==> src/rtl/led_blink_sched.sv <==
// Round-robin scheduler that shares one status LED among NREQ requesters.
// A grant plays a burst of ON/OFF blinks for the winner, then a dark gap.
module led_blink_sched #(
  parameter int NREQ       = 4,
  parameter int ON_CYCLES  = 25000000,
  parameter int OFF_CYCLES = 25000000,
  parameter int GAP_CYCLES = 50000000,
  parameter int TMR_W      = 27,
  localparam int ID_W      = $clog2(NREQ)
) (
  input  logic              clk,
  input  logic              rst_n,
  input  logic [NREQ-1:0]   req,
  input  logic [4*NREQ-1:0] req_count,
  input  logic              abort,
  output logic              led,
  output logic [NREQ-1:0]   gnt,
  output logic [NREQ-1:0]   done,
  output logic              busy,
  output logic [ID_W-1:0]   active_id
);

  localparam logic [1:0] ST_IDLE = 2'd0;
  localparam logic [1:0] ST_ON   = 2'd1;
  localparam logic [1:0] ST_OFF  = 2'd2;
  localparam logic [1:0] ST_GAP  = 2'd3;

  localparam logic [TMR_W-1:0] ON_LAST  = TMR_W'(ON_CYCLES - 1);
  localparam logic [TMR_W-1:0] OFF_LAST = TMR_W'(OFF_CYCLES - 1);
  localparam logic [TMR_W-1:0] GAP_LAST = TMR_W'(GAP_CYCLES - 1);
  localparam logic [NREQ-1:0]  ONE_HOT0 = {{(NREQ-1){1'b0}}, 1'b1};
  localparam logic [ID_W-1:0]  PTR_INIT = ID_W'(NREQ - 1);

  logic [1:0]      state_r, state_s;
  logic [TMR_W-1:0] timer_r, timer_s;
  logic [3:0]      remaining_r, remaining_s;
  logic [ID_W-1:0] ptr_r, ptr_s;
  logic            led_r, led_s;
  logic [NREQ-1:0] gnt_r, gnt_s;
  logic [NREQ-1:0] done_r, done_s;
  logic            busy_r, busy_s;
  logic [ID_W-1:0] active_id_r, active_id_s;

  logic            found_s;
  logic [ID_W-1:0] pick_s;
  logic [3:0]      pick_count_s;
  logic [3:0]      rem_dec_s;

  // Round-robin search: first set req bit upward from ptr+1, wrapping.
  always_comb begin
    int idx;
    found_s = 1'b0;
    pick_s  = '0;
    idx     = 0;
    for (int k = 1; k <= NREQ; k++) begin
      idx = (int'(ptr_r) + k >= NREQ) ? int'(ptr_r) + k - NREQ : int'(ptr_r) + k;
      if (!found_s && req[idx[ID_W-1:0]]) begin
        found_s = 1'b1;
        pick_s  = idx[ID_W-1:0];
      end else begin
        found_s = found_s;
      end
    end
    pick_count_s = req_count[{pick_s, 2'b00} +: 4];
    rem_dec_s    = remaining_r - 4'd1;
  end

  // Next-state logic; abort outside IDLE overrides any phase end.
  always_comb begin
    state_s     = state_r;
    timer_s     = timer_r + TMR_W'(1);
    remaining_s = remaining_r;
    ptr_s       = ptr_r;
    led_s       = led_r;
    gnt_s       = '0;
    done_s      = '0;
    busy_s      = busy_r;
    active_id_s = active_id_r;
    if (abort && (state_r != ST_IDLE)) begin
      state_s = ST_IDLE;
      timer_s = '0;
      led_s   = 1'b0;
      busy_s  = 1'b0;
    end else begin
      case (state_r)
        ST_IDLE: begin
          timer_s = '0;
          led_s   = 1'b0;
          busy_s  = 1'b0;
          if (found_s) begin
            gnt_s       = ONE_HOT0 << pick_s;
            active_id_s = pick_s;
            ptr_s       = pick_s;
            remaining_s = pick_count_s;
            busy_s      = 1'b1;
            if (pick_count_s != 4'd0) begin
              state_s = ST_ON;
              led_s   = 1'b1;
            end else begin
              state_s = ST_GAP;
            end
          end else begin
            state_s = ST_IDLE;
          end
        end
        ST_ON: begin
          if (timer_r == ON_LAST) begin
            timer_s     = '0;
            remaining_s = rem_dec_s;
            led_s       = 1'b0;
            state_s     = (rem_dec_s != 4'd0) ? ST_OFF : ST_GAP;
          end else begin
            led_s = 1'b1;
          end
        end
        ST_OFF: begin
          if (timer_r == OFF_LAST) begin
            timer_s = '0;
            led_s   = 1'b1;
            state_s = ST_ON;
          end else begin
            led_s = 1'b0;
          end
        end
        ST_GAP: begin
          led_s = 1'b0;
          if (timer_r == GAP_LAST) begin
            timer_s = '0;
            done_s  = ONE_HOT0 << active_id_r;
            busy_s  = 1'b0;
            state_s = ST_IDLE;
          end else begin
            busy_s = 1'b1;
          end
        end
        default: begin
          state_s = ST_IDLE;
          timer_s = '0;
          led_s   = 1'b0;
          busy_s  = 1'b0;
        end
      endcase
    end
  end

  // State and output registers.
  always_ff @(posedge clk or negedge rst_n) begin
    if (!rst_n) begin
      state_r     <= ST_IDLE;
      timer_r     <= '0;
      remaining_r <= 4'd0;
      ptr_r       <= PTR_INIT;
      led_r       <= 1'b0;
      gnt_r       <= '0;
      done_r      <= '0;
      busy_r      <= 1'b0;
      active_id_r <= '0;
    end else begin
      state_r     <= state_s;
      timer_r     <= timer_s;
      remaining_r <= remaining_s;
      ptr_r       <= ptr_s;
      led_r       <= led_s;
      gnt_r       <= gnt_s;
      done_r      <= done_s;
      busy_r      <= busy_s;
      active_id_r <= active_id_s;
    end
  end

  assign led       = led_r;
  assign gnt       = gnt_r;
  assign done      = done_r;
  assign busy      = busy_r;
  assign active_id = active_id_r;

endmodule

==> config.mk <==
export PLATFORM = sky130hd
export DESIGN_NAME = led_blink_sched
export DESIGN_NICKNAME = d
export VERILOG_FILES = /design/src/rtl/led_blink_sched.sv
export SDC_FILE = /design/constraint.sdc
export NUM_CORES = 1
export LEC_CHECK = 0
export BUFFER_PORTS_ARGS = -buffer_cell sky130_fd_sc_hd__buf_4
export CAP_MARGIN = 5
export CORE_ASPECT_RATIO = 0.9
export CORE_UTILIZATION = 55
export DETAILED_ROUTE_END_ITERATION = 10
export PLACE_DENSITY = 0.85
export SLEW_MARGIN = 25
export SYNTH_ARGS = -nofsm -noshare
export SYNTH_HDL_FRONTEND = slang
export SYNTH_SLANG_ARGS = --single-unit
==> constraint.sdc <==
create_clock -name clk -period 2.6 [get_ports clk]
set_clock_uncertainty 0.1 [all_clocks]
set_input_delay 0.52 -clock clk [delete_from_list [all_inputs] [get_ports clk]]
set_output_delay 0.52 -clock clk [all_outputs]
set_load 0.005 [all_outputs]
# Word-level counts from Yosys, hierarchy flattened
# Index checks and enable logic that the tools add are counted.
[word_totals] reg_bits=47 in_bits=23 out_inout_bits=12 elab_cells=109
[op_classes] add_sub_neg=10 n_lt_le_gt_ge=8 eq_ne=10 shifts=3 n_mux=51 bitwise_logic=1 n_reduce_logical=17
[op_table] op="two-way mux 27 bit" n=3
[op_table] op="case mux 27 bit (3 select lines)" n=1
[op_table] op="two-way mux 4 bit" n=8
[op_table] op="two-way mux 2 bit" n=14
[op_table] op="adder 27 x 1 -> 27 bit, second input constant" n=1
[op_table] op="equality test 27 x 25 -> 1 bit, second input constant" n=1
[op_table] op="equality test 27 x 26 -> 1 bit, second input constant" n=1
[op_table] op="two-way mux 1 bit" n=17
[op_table] op="indexed part select 16 x 5 -> 4 bit" n=1
[op_table] op="less-than comparator 2 x 3 -> 1 bit, second input constant" n=4
[op_table] op=">= comparator 3 bit, second input constant" n=3
[op_table] op="inequality test 3 bit, second input constant" n=3
[op_table] op="binary-select mux 1 bit (select 2 bit)" n=4
[op_table] op="case mux 2 bit (4 select lines)" n=1
[op_table] op="case mux 4 bit (2 select lines)" n=1
[op_table] op="nonzero test 4 bit" n=2
[op_table] op="left shift 1 x 2 -> 4 bit, first input constant" n=2
[op_table] op="subtractor 2 x 1 -> 2 bit, second input constant" n=4
[op_table] op="adder 2 x 2 -> 3 bit, second input constant" n=2
[op_table] op="AND reduction 3 bit" n=2
[op_table] op="adder 2 x 3 -> 4 bit, second input constant" n=1
[op_table] op="equality test 2 bit, second input constant" n=2
[op_table] op=">= comparator 4 x 3 -> 1 bit, second input constant" n=1
[op_table] op="logical AND 1 bit" n=4
[op_table] op="other kinds (13)" n=17

# Logic depth before layout (Yosys ltp)
[depth] ltp_word=21 ltp_mapped=8 depth_no_buf=7

# Least setup slack after synthesis
# No wires, ideal clock.
[synth_path] kind="input-to-reg" from="input req[1]" to="register remaining_r[0]" setup_ps=125 arrival_ps=1932 required_ps=2375 slack_ps=443 cell_stages=6 path_buffers=0 cell_sequence="or4_1 -> nand2_1 -> o31ai_1 -> a21boi_2 -> a21boi_0 -> mux2_2"
[synth_between] elab_chain_len=15 word_cells_on_any_way=27 cone_classes="eq/ne: 1; shift: 1; mux: 18; reduce/logical: 7"
[synth_lines] element="from (decl)" line_no="13" source="input logic [NREQ-1:0] req,"
[synth_lines] element="binary-select mux 1 bit (select 2 bit)" line_no="57" source="if (!found_s && req[idx[ID_W-1:0]]) begin"
[synth_lines] element="two-way mux 1 bit (not written as such)" line_no="57"
[synth_lines] element="two-way mux 1 bit" line_no="57"
[synth_lines] element="logical NOT 1 bit" line_no="57"
[synth_lines] element="logical AND 1 bit" line_no="57"
[synth_lines] element="two-way mux 1 bit" line_no="57"
[synth_lines] element="logical NOT 1 bit" line_no="57"
[synth_lines] element="logical AND 1 bit" line_no="57"
[synth_lines] element="two-way mux 1 bit" line_no="57"
[synth_lines] element="logical NOT 1 bit" line_no="57"
[synth_lines] element="logical AND 1 bit" line_no="57"
[synth_lines] element="two-way mux 2 bit" line_no="57"
[synth_lines] element="indexed part select 16 x 5 -> 4 bit" line_no="64" source="pick_count_s = req_count[{pick_s, 2'b00} +: 4];"
[synth_lines] element="two-way mux 4 bit" line_no="90" source="if (found_s) begin"
[synth_lines] element="case mux 4 bit (2 select lines)" line_no="85" source="case (state_r)"
[synth_lines] element="to (signal assigned)" line_no="161" source="remaining_r <= remaining_s;"
[synth_lines] element="to (decl)" line_no="36" source="logic [3:0] remaining_r, remaining_s;"
# Several ways; a longest one is shown, not always the timed one. The select of a mux whose other input is x is not followed.
# A chain may end at the register's enable or synchronous reset.

# Final worst setup path
[layout_path] from="register timer_r[6]" to="register remaining_r[0]"
[layout_between] elab_chain_len=3
[layout_lines] element="from (decl)" line_no="35" source="logic [TMR_W-1:0] timer_r, timer_s;"
[layout_lines] element="from (signal assigned)" line_no="160" source="timer_r <= timer_s;"
[layout_lines] element="equality test 27 x 25 -> 1 bit" line_no="107" source="if (timer_r == ON_LAST) begin"
[layout_lines] element="inequality test 2 bit (no source line)"
[layout_lines] element="AND reduction 4 bit (no source line)"
# No other way between the ends.

==> flow_summary.ini <==
[power_and_ir_drop]
p_switching_w = 0.0009048
sw_frac_of_total_pct = 35.42
combPwrFrac_pct = 41.6
finalPower_w = 0.002554
peakVddDrop_mv = 0.5862
p_per_area_mw_per_mm2 = 844.3
pwr-share-clk_pct = 19.8
intPower_w = 0.001649
leakage_nw = 1.396
power_frac_seq_pct = 38.6

[floorplanning]
coreArea_mm2 = 0.004518
ioPinCount = 35
die_h_um = 67.43
row_count = 23
dieArea_mm2 = 0.005037
die_w_um = 74.70
start_util_pct = 57.91

[clocking]
cts.path.max_buffers = 2
cts.sinks = 47
insertion_delay_ps = 290
htree_levels = 2
cts-root-buf = clkbuf_8
cts.clk_slew.worst_paths_ps = 80
hold_buffers = 0
post-cts-setup-buffers = 0
cts_resized = 0
cts_made_buffers = 5
cts_tree = done

[placement]
place_worst_setup_slack_ps = 260.5
port_buffers = 34
dpl_cell_area_mm2 = 0.002923
dp_hpwl_um = 3695
gp_congestion = 0.8595

[timing]
layout_setup_ws_ps = 272.6
fin_tns_setup_ps = 0
post-route-min-period_ps = 2327
relSlewSlack_pct = 47.95
hold_violations = 0
fmax_mhz = 429.7
rsz0062_at_grt = false
finalMaxSlewViolations = 0
period_share_pct = 89.52
tightest_slew_ps = 777.4
setup_viol = 0

[synthesis]
syn_area_mm2 = 0.002616
synth_edf_count = 0
syn-num-nets = 295
async_flop_share_pct = 100.0
yosysWarnings = 0
synthDistinctLibCells = 53
ys_seq_area_share_pct = 45.05
avgSynthCellArea_um2 = 9.910
ys_seq_elements = 47
synth_ff_type = dfrtp_1
syn-instance-count = 264

[worst_setup_path]
cp_data_required_time_ps = 2670
critPathKind = reg -> reg
cp.depth = 6
crit_start = timer_r[6]
cp-endpoint = remaining_r[0]
rr_worst_depth = 6
critPathMaxFanout = 7
cpLargestDelayFamily = simple AND/OR/NAND/NOR gates
endpoint_kind = flop
arrival_ps = 2400
cpPeakStageDelay_ps = 570
r2r_slack_ps = 270
path_buf_inv = 0
r2r_end = remaining_r[0]
r2r-start = timer_r[6]
startpoint_type = flop
cp_slowest_cell = or4_1
worstPathCellList = or4_1, nor3_2, nand4_2, a21boi_2, o21ai_0, mux2_2

[final_layout]
area_growth_pct = 15.64
diodes = 0
num-nets-final = 331
drive_above_1_share_pct = 21.00
post-route-util_pct = 66.96
fin_area_mm2 = 0.003025

[routing]
firstDrtPassIters = 4
viasPerCell = 5.649
drt_wl_total_um = 5193
vias = 2045
routedWlPerCell_um = 14.35
drc = 0
antenna_left = 0
drt_iter0_markers = 141

[global_routing]
antenna_found_initial = 0
grt_pass1_wl_um = 8631
grt_overflow = 0
grt_max_degree = 48
grt.total_usage_pct = 22.57
grt_pass1_vias = 1894

[outcome]
status = complete, no violations

[worst_hold_path]
hp-class = in -> async

[run]
max_cap_viol_count = 0
worst reg2reg max path, delay by kind of cell, from the launching register on:
family          cells  cell delay [ps]
simple gates        3              940
flops               1              450
mux                 1              270
compound gates      2              460
layout make-up:
cell class                 instances  area (um2)
clock inverter                     1       30.03
sequential                        47        1179
tap                               62       77.57
timing repair buffer              37       277.8
clock buffer                       6       72.57
fill                             353        1493
inverter                           8       30.03
multi-input combinational        201        1359
cell usage in the layout (no fill, tap or decap), types with 6 or more instances in the layout:
cell type / netlist / routed
mux2_2: 6 / 6
dfrtp_1: 45 / 45
xnor2_1: 10 / 10
a21oi_1: 8 / 8
xor2_1: 16 / 16
inv_1: 8 / 8
o21ai_0: 6 / 6
ha_1: 8 / 8
nor2_1: 34 / 34
nand2_1: 27 / 27
and3_1: 14 / 14
nand3_1: 8 / 8
buf_4: 0 / 37
cell usage after synthesis (2+ instances only):
cell / number / area, um2
dfrtp_1: 45 / 1126
nor3b_1: 3 / 22.52
dfstp_2: 2 / 52.55
ha_1: 8 / 100.1
clkbuf_1: 3 / 11.26
xnor2_1: 10 / 87.58
nor3_1: 3 / 15.01
and2_2: 2 / 15.01
nand3_1: 8 / 40.04
a21boi_0: 2 / 15.01
nor4b_1: 2 / 17.52
nor2b_1: 2 / 12.51
nand4_1: 5 / 31.28
nand2_1: 27 / 101.4
a21oi_1: 8 / 40.04
nand2b_1: 3 / 18.77
and3_1: 14 / 87.58
nand3b_1: 3 / 22.52
and4_1: 4 / 35.03
buf_2: 3 / 15.01
buf_6: 2 / 22.52
a32o_1: 5 / 50.05
nor2_1: 34 / 127.6
or4_1: 3 / 22.52
mux2i_1: 3 / 30.03
inv_1: 8 / 30.03
o21ai_0: 6 / 30.03
xor2_1: 16 / 140.1
mux2_2: 6 / 67.56
registers in the layout, summed over array words and instances, names as in the netlist:
register     flops
state_r          2
gnt              4
timer_r         27
active_id        2
led              1
ptr_r            2
busy             1
remaining_r      4
done             4
how the worst min path moves through the flow:
stage | from | to | slack, ps
floorplan | rst_n | active_id[0] | 120
global placement | timer_r[0] | timer_r[0] | 390
detailed placement | active_id[0] | done[2] | 400
CTS | rst_n | timer_r[25] | 150
global route | rst_n | timer_r[25] | 170
finish | rst_n | timer_r[19] | 120
power by group through the flow:
stage               Combinational, W  Clock, W  Sequential, W
finish                       0.00106  0.000507       0.000986
global route                 0.00118  0.000544        0.00100
CTS                          0.00106  0.000515       0.000984
detailed placement           0.00105         0       0.000996
global placement             0.00102         0       0.000994
floorplan                   0.000786         0       0.000972
stage by stage:
step	std cells	hold WS [ps]
after floorplan	264	124.4
after global placement	355	394.5
after detailed placement	355	402.7
after CTS	362	146.0
after global routing	362	169.0
final	362	117.5
metal layers:
layer | share of wire, % | up-vias | routed length (um) | global-route usage, %
met3 | 3.5 | 9 | 183 | 4.478
met4 | 0.83 | 0 | 43 | 5.660
met1 | 48 | 1000 | 2490 | 32.54
met2 | 48 | 40 | 2476 | 34.80
li1 | - | 996 | - | -
met5 | 0 | - | 0 | 0
cell families (layout without fill, tap and decap cells):
| family | after synthesis | count (layout) | synth area share (%) |
|---|---|---|---|
| AO/OA/AOI/OAI | 34 | 34 | 9.804 |
| multiplexers | 9 | 9 | 3.730 |
| AND/OR/NAND/NOR | 124 | 124 | 25.87 |
| buffers and inverters | 16 | 52 | 3.013 |
| flip-flops | 47 | 47 | 45.05 |
| XOR/XNOR | 26 | 26 | 8.704 |
| adder cells (fa/ha/maj) | 8 | 8 | 3.826 |
(Power assumes the default switching activity.)
